==> src/rtl/tdm_demux4.sv <==
// tdm_demux4: 1:4 time-division demultiplexer.
// Receives a serial word stream framed by fsync and distributes each valid
// word to one of four registered channel outputs by its slot position.
// A HUNT/LOCK framing FSM tracks alignment: an early fsync resynchronises,
// and a missing fsync drops back to HUNT.
module tdm_demux4 #(
    parameter int W = 8
) (
    input  logic         clk,
    input  logic         rst,
    input  logic [W-1:0] din,
    input  logic         din_valid,
    input  logic         fsync,
    output logic [W-1:0] y0,
    output logic [W-1:0] y1,
    output logic [W-1:0] y2,
    output logic [W-1:0] y3,
    output logic [3:0]   y_valid,
    output logic         frame_valid,
    output logic         sync_err,
    output logic         locked
);

    typedef enum logic {
        HUNT = 1'b0,
        LOCK = 1'b1
    } state_t;

    state_t       state_q, state_d;
    logic [1:0]   slot_q, slot_d;
    logic [W-1:0] yData_q [4];
    logic [W-1:0] yData_d [4];
    logic [3:0]   yValid_q, yValid_d;
    logic         frameValid_q, frameValid_d;
    logic         syncErr_q, syncErr_d;

    // Framing decision and channel routing for the word presented this cycle;
    // idle cycles leave everything as-is and keep all strobes low.
    always_comb begin
        state_d      = state_q;
        slot_d       = slot_q;
        yData_d      = yData_q;
        yValid_d     = 4'b0000;
        frameValid_d = 1'b0;
        syncErr_d    = 1'b0;

        if (din_valid) begin
            case (state_q)
                HUNT: begin
                    if (fsync) begin
                        yData_d[0] = din;
                        yValid_d   = 4'b0001;
                        slot_d     = 2'd1;
                        state_d    = LOCK;
                    end
                end
                LOCK: begin
                    if (fsync) begin
                        if (slot_q != 2'd0) begin
                            syncErr_d = 1'b1;
                        end
                        yData_d[0] = din;
                        yValid_d   = 4'b0001;
                        slot_d     = 2'd1;
                    end else if (slot_q == 2'd0) begin
                        syncErr_d = 1'b1;
                        slot_d    = 2'd0;
                        state_d   = HUNT;
                    end else begin
                        yData_d[slot_q]  = din;
                        yValid_d[slot_q] = 1'b1;
                        slot_d           = slot_q + 2'd1;
                        if (slot_q == 2'd3) begin
                            frameValid_d = 1'b1;
                        end
                    end
                end
                default: begin
                    state_d = HUNT;
                    slot_d  = 2'd0;
                end
            endcase
        end
    end

    // State, slot counter, channel data and strobes, with synchronous reset
    // taking priority over any word presented in the same cycle.
    always_ff @(posedge clk) begin
        if (rst) begin
            state_q      <= HUNT;
            slot_q       <= 2'd0;
            yData_q[0]   <= '0;
            yData_q[1]   <= '0;
            yData_q[2]   <= '0;
            yData_q[3]   <= '0;
            yValid_q     <= 4'b0000;
            frameValid_q <= 1'b0;
            syncErr_q    <= 1'b0;
        end else begin
            state_q      <= state_d;
            slot_q       <= slot_d;
            yData_q[0]   <= yData_d[0];
            yData_q[1]   <= yData_d[1];
            yData_q[2]   <= yData_d[2];
            yData_q[3]   <= yData_d[3];
            yValid_q     <= yValid_d;
            frameValid_q <= frameValid_d;
            syncErr_q    <= syncErr_d;
        end
    end

    assign y0          = yData_q[0];
    assign y1          = yData_q[1];
    assign y2          = yData_q[2];
    assign y3          = yData_q[3];
    assign y_valid     = yValid_q;
    assign frame_valid = frameValid_q;
    assign sync_err    = syncErr_q;
    assign locked      = (state_q == LOCK);

endmodule

==> config.mk <==
export PLATFORM = sky130hd
export DESIGN_NAME = tdm_demux4
export DESIGN_NICKNAME = d
export VERILOG_FILES = /design/src/rtl/tdm_demux4.sv
export SDC_FILE = /design/constraint.sdc
export NUM_CORES = 1
export LEC_CHECK = 0
export ABC_AREA = 1
export CAP_MARGIN = 30
export CORE_MARGIN = 1.5
export CORE_UTILIZATION = 55
export DETAILED_ROUTE_END_ITERATION = 16
export DONT_BUFFER_PORTS = 1
export GPL_ROUTABILITY_DRIVEN = 0
export PLACE_DENSITY = 0.8
export SETUP_SLACK_MARGIN = 0.2
export SYNTH_ARGS = -nofsm -noshare
export SYNTH_HDL_FRONTEND = slang
export SYNTH_SLANG_ARGS = --single-unit
==> constraint.sdc <==
create_clock -name clk -period 1.33 [get_ports clk]
set_input_delay 0.266 -clock clk [delete_from_list [all_inputs] [get_ports clk]]
set_output_delay 0.266 -clock clk [all_outputs]
set_load 0.02 [all_outputs]
==> run summary, run 1 <==
The biggest area contributor in the post-synthesis netlist is sky130_fd_sc_hd__dfxtp_1. Buffers inserted during clock tree synthesis total 5. The clock tree synthesis step divided the H-tree into 2 levels. Count of different cell masters after synthesis: 16. The data arrival time of the critical path was 1810 ps. Ranked by instance count, the synthesized netlist is headed by sky130_fd_sc_hd__nor2_1 (65), sky130_fd_sc_hd__dfxtp_1 (40), sky130_fd_sc_hd__o21ai_0 (27). The cell count after synthesis came out at 209.

In this run, synthesis inferred 0 flip-flops with an integrated enable. The post-detailed-route wirelength per cell was 19.9 um. Counting flops and latches in the post-synthesis netlist gives 40. Power spread over the standard cell area amounts to 979 nW/um^2.

The finished cells cover 2250 um^2. Setup violations remaining at the end of the flow were counted as 32. The initial antenna violation count was 0. Entering global routing, the biggest net connects 26 pins. The number of antenna diodes in the final layout is 0. The top fanout value on the critical path is 8, and the placement row count is 19. The run gives -229 ps as the final critical-path setup slack. The final reports fail on negative setup slack.

The worst-margin pin slew is 459 ps, and the wire length of the first global-routing pass is 7.38 mm. Total nets after synthesis: 227. By instance count, the leading cell after synthesis is sky130_fd_sc_hd__nor2_1. The pre-antenna-repair detailed-routing pass consisted of 5 iterations. The tools report the via count of the first global-routing pass as 1,505. The time the worst path needs with I/O delays and setup works out to 1560 ps. The placed instances occupy a cell area of 1720 um^2. The tools report the met1 track utilization from global routing as 32.5%. Layer with the highest usage: met2. The run gives 0 as the count of endpoints failing hold in the final timing report. Area share of the leading cell type in the synthesized netlist: 50.6%.

The worst path required time was 1580 ps. At the later pin of the worst-skew pair, clock insertion delay measures 360 ps. For this run, the top clock speed supported by timing is 0.641 GHz. The nature of the critical path endpoint was a register.

The final-report max-slew violation count is 0, and the met3 track utilization from global routing is 10.4%. Dividing the synthesized area by the synthesized cell count gives 7.57 um^2. The layout-stage area growth over the synthesis result was 42.2%; the final clock skew was 8.35 ps. Buffers placed on the I/O ports in this run total 0. The family of cells with the greatest summed delay on the critical path was buffers and inverters. The setup path with the least slack is of type register to register.

The worst pin sits at a relative slew slack of 69.4%. Starting density of the core: 57.8%. The detailed-route vias per instance was 6.10. The floorplan die area was 3210 um^2. The Yosys step of the flow raised 0 warnings. For the HPWL after detailed placement, the log shows 2.63 mm. The number of vias after detailed routing was 1,611.

The count of nets left with antenna violations once routing finished came out at 0. The run gives 0 as the residual DRC count. By area the synthesized netlist is led by sky130_fd_sc_hd__dfxtp_1 (51%), sky130_fd_sc_hd__nor2_1 (15%), sky130_fd_sc_hd__o21ai_0 (8.5%).

The net count of the finished layout is 250. The root buffer cell is sky130_fd_sc_hd__clkbuf_4. The logs give 40 for the number of sinks handled by clock tree synthesis and 76 for the iteration-0 DRC count of the detailed router. The chip height was 56.6 um. Leaving out filler cells and counting taps, the final layout contains 264. The tool flagged a number of max-cap violations equal to 0. Of the available clock period, the critical path in the final layout requires 117%. The min-delay analysis places its worst path in the category input port to register.

On the worst path, the slowest cell contributes a delay of 340 ps. The summed instance area of the synthesized netlist was 1580 um^2. Global routing finished with a remaining overflow of 0. Counting both buffers and inverters, the worst setup path holds a total of 5. The clock slew at the register clock pins of the worst setup and hold paths was 120 ps. The worst-case IR drop observed on VDD is 1120 uV. The run gives 50.6% as the part of the Yosys area used for sequential elements. TritonCTS built the clock tree. The tools report the global-route usage over all layers as 30.9%. The global-route met2 utilization was 53.2%. The clock passes through at most 2 buffers. 51 I/O pins were placed. After floorplanning, the core was sized to cover 2730 um^2.

The tools report the number of placed instances, taps included as 243. Main flop type after synthesis: sky130_fd_sc_hd__dfxtp_1. Walking the worst path, the cells encountered are inv_2 > ha_4 > inv_4 > ha_4 > inv_2 > nor2_4 > buf_12 > nand2_8 > clkinv_8 > nor2_1 > nor2_1.

From left edge to right edge, the die measures 56.6 um. The startpoint type of the worst setup path was a register. The cell with the largest stage delay on the worst path was sky130_fd_sc_hd__dfxtp_2.

The flow ran to the end, but the final reports show violations. Share of cells above drive strength 1: 51.1%. Wires add up to 5.26 mm.

Setup repair after global routing could not meet its margin everywhere. The static leakage power came out at 0.000904 uW. Of all flip-flops after synthesis, the portion carrying an async set or reset was 0%.
[path summary, 6_finish.rpt]
check,start,to,slack [ps],cells past startpoint
worst max-delay path,slot_q[1],y3[3],-230,11
worst min-delay path,din[4],y2[4],40,2
worst max register to register,slot_q[1],y3[3],-230,11
worst min register to register,y2[2],y2[2],550,2
[power breakdown]
group | switching (uW) | total, uW | leakage, uW | internal (uW)
logic | 159 | 270 | 0.000535 | 111
clock network | 405 | 657 | 0.0000380 | 252
registers | 50.4 | 1270 | 0.000331 | 1220
[cell usage in the layout, fill, tap and decap left out, types with 8 or more instances in the layout]
master	instances
sky130_fd_sc_hd__nor2_1	41
sky130_fd_sc_hd__nor2_2	17
sky130_fd_sc_hd__nor2_4	8
sky130_fd_sc_hd__o21ai_1	10
sky130_fd_sc_hd__inv_1	12
sky130_fd_sc_hd__nand2_2	9
sky130_fd_sc_hd__dfxtp_2	13
sky130_fd_sc_hd__nand2_1	14
sky130_fd_sc_hd__dfxtp_1	26
sky130_fd_sc_hd__o21ai_2	16
sky130_fd_sc_hd__buf_4	10
[what timing repair did]
item	4_1_cts	5_1_grt
pin swaps	22	18
gates cloned	5	0
hold buffers	1	0
gates resized for setup	51	52
setup buffers	5	2
setup endpoints to repair	36	39
hold endpoints to repair	3	0
[worst register-to-register path, delay by kind of cell, from the launching register on]
kind / cells / cell delay (ps)
buf+inv: 5 / 410
simple gates: 4 / 390
fa+ha+maj: 2 / 310
flops: 1 / 340
[state kept, by name (all words and copies together), names as in the netlist]
signal	flops
locked	1
y1	8
slot_q	2
y3	8
y_valid	4
y0	8
sync_err	1
y2	8
[area by class of cell]
class                           count  area, um^2
Multi-Input combinational cell    146        1020
Sequential cell                    40         821
Fill cell                         149         485
Timing Repair Buffer               19         193
Inverter                           20         110
Clock buffer                        6        51.3
Tap cell                           31        38.8
Clock inverter                      2        10.0
[cell families (layout without fill, tap and decap cells)]
kind of cell | after synthesis | in the layout | share of synthesized area, %
AO/OA/AOI/OAI | 35 | 35 | 11.1
adder cells (fa/ha/maj) | 6 | 6 | 4.75
buffers and inverters | 26 | 47 | 7.04
flip-flops | 40 | 40 | 50.6
AND/OR/NAND/NOR | 102 | 105 | 26.5
[layer usage]
metal  part of all wire, %  routed length (um)
met2                    53                2780
met4                   4.6                 240
met3                   7.4                 392
met5                     0                   0
met1                    35                1850
[per-stage QoR]
step                worst slack (ps)  utilization (%)  total power (uW)  TNS [ps]  hold WS [ps]
floorplan                       10.2                -              1420         0           328
finish                          -229             82.2              2200     -3640          35.6
global placement                6.90             63.1              1460         0           330
global route                    -235             82.2              2260     -5170          29.2
detailed placement             -78.2             63.1              1470      -764           330
CTS                            -76.6             76.0              2140     -1590          42.7
Note: power is estimated with default switching activity, not from simulation.
==> run 2: changes to the inputs <==
- CELL_PAD_IN_SITES_DETAIL_PLACEMENT: unset -> 1
- CELL_PAD_IN_SITES_GLOBAL_PLACEMENT: unset -> 2
- CORE_UTILIZATION: 55 -> 30
- CTS_CLUSTER_DIAMETER: unset -> 30
==> run summary, run 2 (same netlist as run 1, synthesis figures left out) <==
The detailed router finished its first iteration with 44 violations. Root buffer cell: sky130_fd_sc_hd__clkbuf_8. The number of buffers added by the clock tree synthesis step is 5, and the delay of the slowest critical-path stage is 340 ps. Layout-stage area growth over the synthesis result: 25.0%. The worst path required time was 1520 ps; the floorplan die area was 5720 um^2. Wires add up to 4.04 mm. The number of buffers added on ports is 0, and the clock tree buffer depth is 2.

The total power density per cell area came out at 1240 nW/um^2. On the critical path, the stage with the largest delay is an instance of sky130_fd_sc_hd__dfxtp_2. The tools report the initial antenna violation count as 0. The clock slew at the register clock pins of the worst setup and hold paths is 80 ps. The detailed-route vias per instance was 4.57. Setup repair after global routing could not meet its margin everywhere. In this run the count of I/O pins placed on the die edge is 51. Across the run, the number of max-cap violations was 0. In this run the most used layer during global routing was met2. After layout, the minimum clock period comes to 1380 ps. The number of antenna diodes in the final layout is 0. The worst pin sits at a relative slew slack of 82.9%. VDD sags by at most 527 uV. TritonCTS built the clock tree. The nature of the critical path endpoint was a register. Global routing consumed, on the met3 layer, 6.08% of the routing resources. For met2 alone, demand over resource in global routing was 25.0%. Buffers inserted to repair hold after CTS numbered 0. The count of endpoints failing hold in the final timing report was 0; the data arrival time of the critical path was 1580 ps. The final route contains 1,356 vias. The first global-routing pass estimated 6.62 mm of wire.

The final-report max-slew violation count was 0; the total number of H-tree levels was 2. In the global route stage, met1 resource usage came out at 19.7%. For the residual DRC count, the log shows 0. For this run, the top clock speed supported by timing is 0.723 GHz.

The run gives -1100 ps as the setup TNS. The finished layout holds 297 standard cells, fillers aside. The horizontal die dimension is 75.6 um, and the final net count is 244. The number of placed instances, taps included is 286.

Traced cell by cell, the critical path runs through inv_2 > ha_4 > inv_4 > ha_4 > inv_2 > nor2_4 > nand2_4 > o21ai_1 > nor2_1. Starting density of the core: 31.0%. By startpoint and endpoint, the worst setup path is classified as register to register. Global routing used 15.9% of the available tracks across all layers.

The checks that failed: negative setup slack. At the later pin of the worst-skew pair, clock insertion delay measures 300 ps. Leaving out fill and tap cells, the most frequent cell in the layout is sky130_fd_sc_hd__nor2_1. The global-route congestion overflow total was 0. Before antenna repair, the detailed router went through 3 iterations. The tools report the core area as 5110 um^2. HPWL after detailed placement: 2.99 mm. The final critical-path setup slack was -52.3 ps. The final critical path takes up 104% of the cycle. STA classifies the critical path startpoint as a register. At the pin with the least slew margin, the transition time is 256 ps.

The post-detailed-route wirelength per cell works out to 13.6 um. The run finished, with violations left. The floorplan has 26 rows.

Setup violations remaining at the end of the flow were counted as 30. The top cell types in the final layout, fill and taps aside, are sky130_fd_sc_hd__nor2_1 (65), sky130_fd_sc_hd__dfxtp_1 (36), sky130_fd_sc_hd__o21ai_1 (26). The worst hold path belongs to the class input port to register. Entering global routing, the biggest net connects 19 pins. The tree built by TritonCTS fans out to 40 sinks. In this run the worst path has a maximum fanout of 9. The share of cells above drive strength 1 is 21.1%.

The via count of the first global-routing pass is 1,398, and the post-detailed-route count of antenna-violating nets is 0. The static leakage power is 0.000850 uW, and the chip height is 75.6 um. The final clock skew is 6.14 ps.
-- run 2: cell type report --
cell class / count / area (um^2)
multi-input cells: 143 / 749
clock inverters: 3 / 42.5
flip-flops and latches: 40 / 808
inverters: 20 / 92.6
repair buffers: 16 / 128
fillers: 652 / 3130
clock buffers: 5 / 68.8
well taps: 70 / 87.6
-- run 2: through the flow --
stage / hold WS [ps] / power (uW) / util [%] / worst slack [ps] / instance area (um^2)
final: 21.7 / 2450 / 38.7 / -52.3 / 1980
after global routing: 6.17 / 2570 / 38.7 / -178 / 1980
after CTS: 9.18 / 2490 / 38.0 / -59.6 / 1940
after detailed placement: 330 / 1470 / 35.1 / -53.0 / 1790
after global placement: 334 / 1470 / 35.1 / -22.4 / 1790
after floorplan: 328 / 1420 / - / 10.2 / 1640
-- run 2: repair_timing --
| action | 4_1_cts | 5_1_grt |
|---|---|---|
| setup endpoints to repair | 39 | 38 |
| pin swaps | 4 | 6 |
| gates resized for setup | 11 | 6 |
| endpoints found under the hold margin | 0 | 0 |
| setup buffers | 1 | 2 |
-- run 2: path summary, 6_finish.rpt --
path	from	to	slack (ps)	cells past startpoint
max	slot_q[0]	y1[4]	-50	9
max reg2reg	slot_q[0]	y1[4]	-50	9
min reg2reg	y2[2]	y2[2]	590	2
min	rst	slot_q[1]	20	1
-- run 2: routing by layer --
layer	up-vias	wire length, um
met4	0	60
met1	616	1860
met3	7	313
met5	-	0
li1	693	-
met2	40	1810
-- run 2: report_power, final --
group / internal [uW] / switching, uW
clock network: 555 / 431
logic: 86.0 / 110
registers: 1220 / 42.9
total: 1860 / 583
-- run 2: worst max-delay path: cells and delay by family (launching register included) --
kind,cells,cell delay [ps]
simple gates,3,350
flops,1,340
fa+ha+maj,2,280
compound gates,1,160
buf+inv,3,150
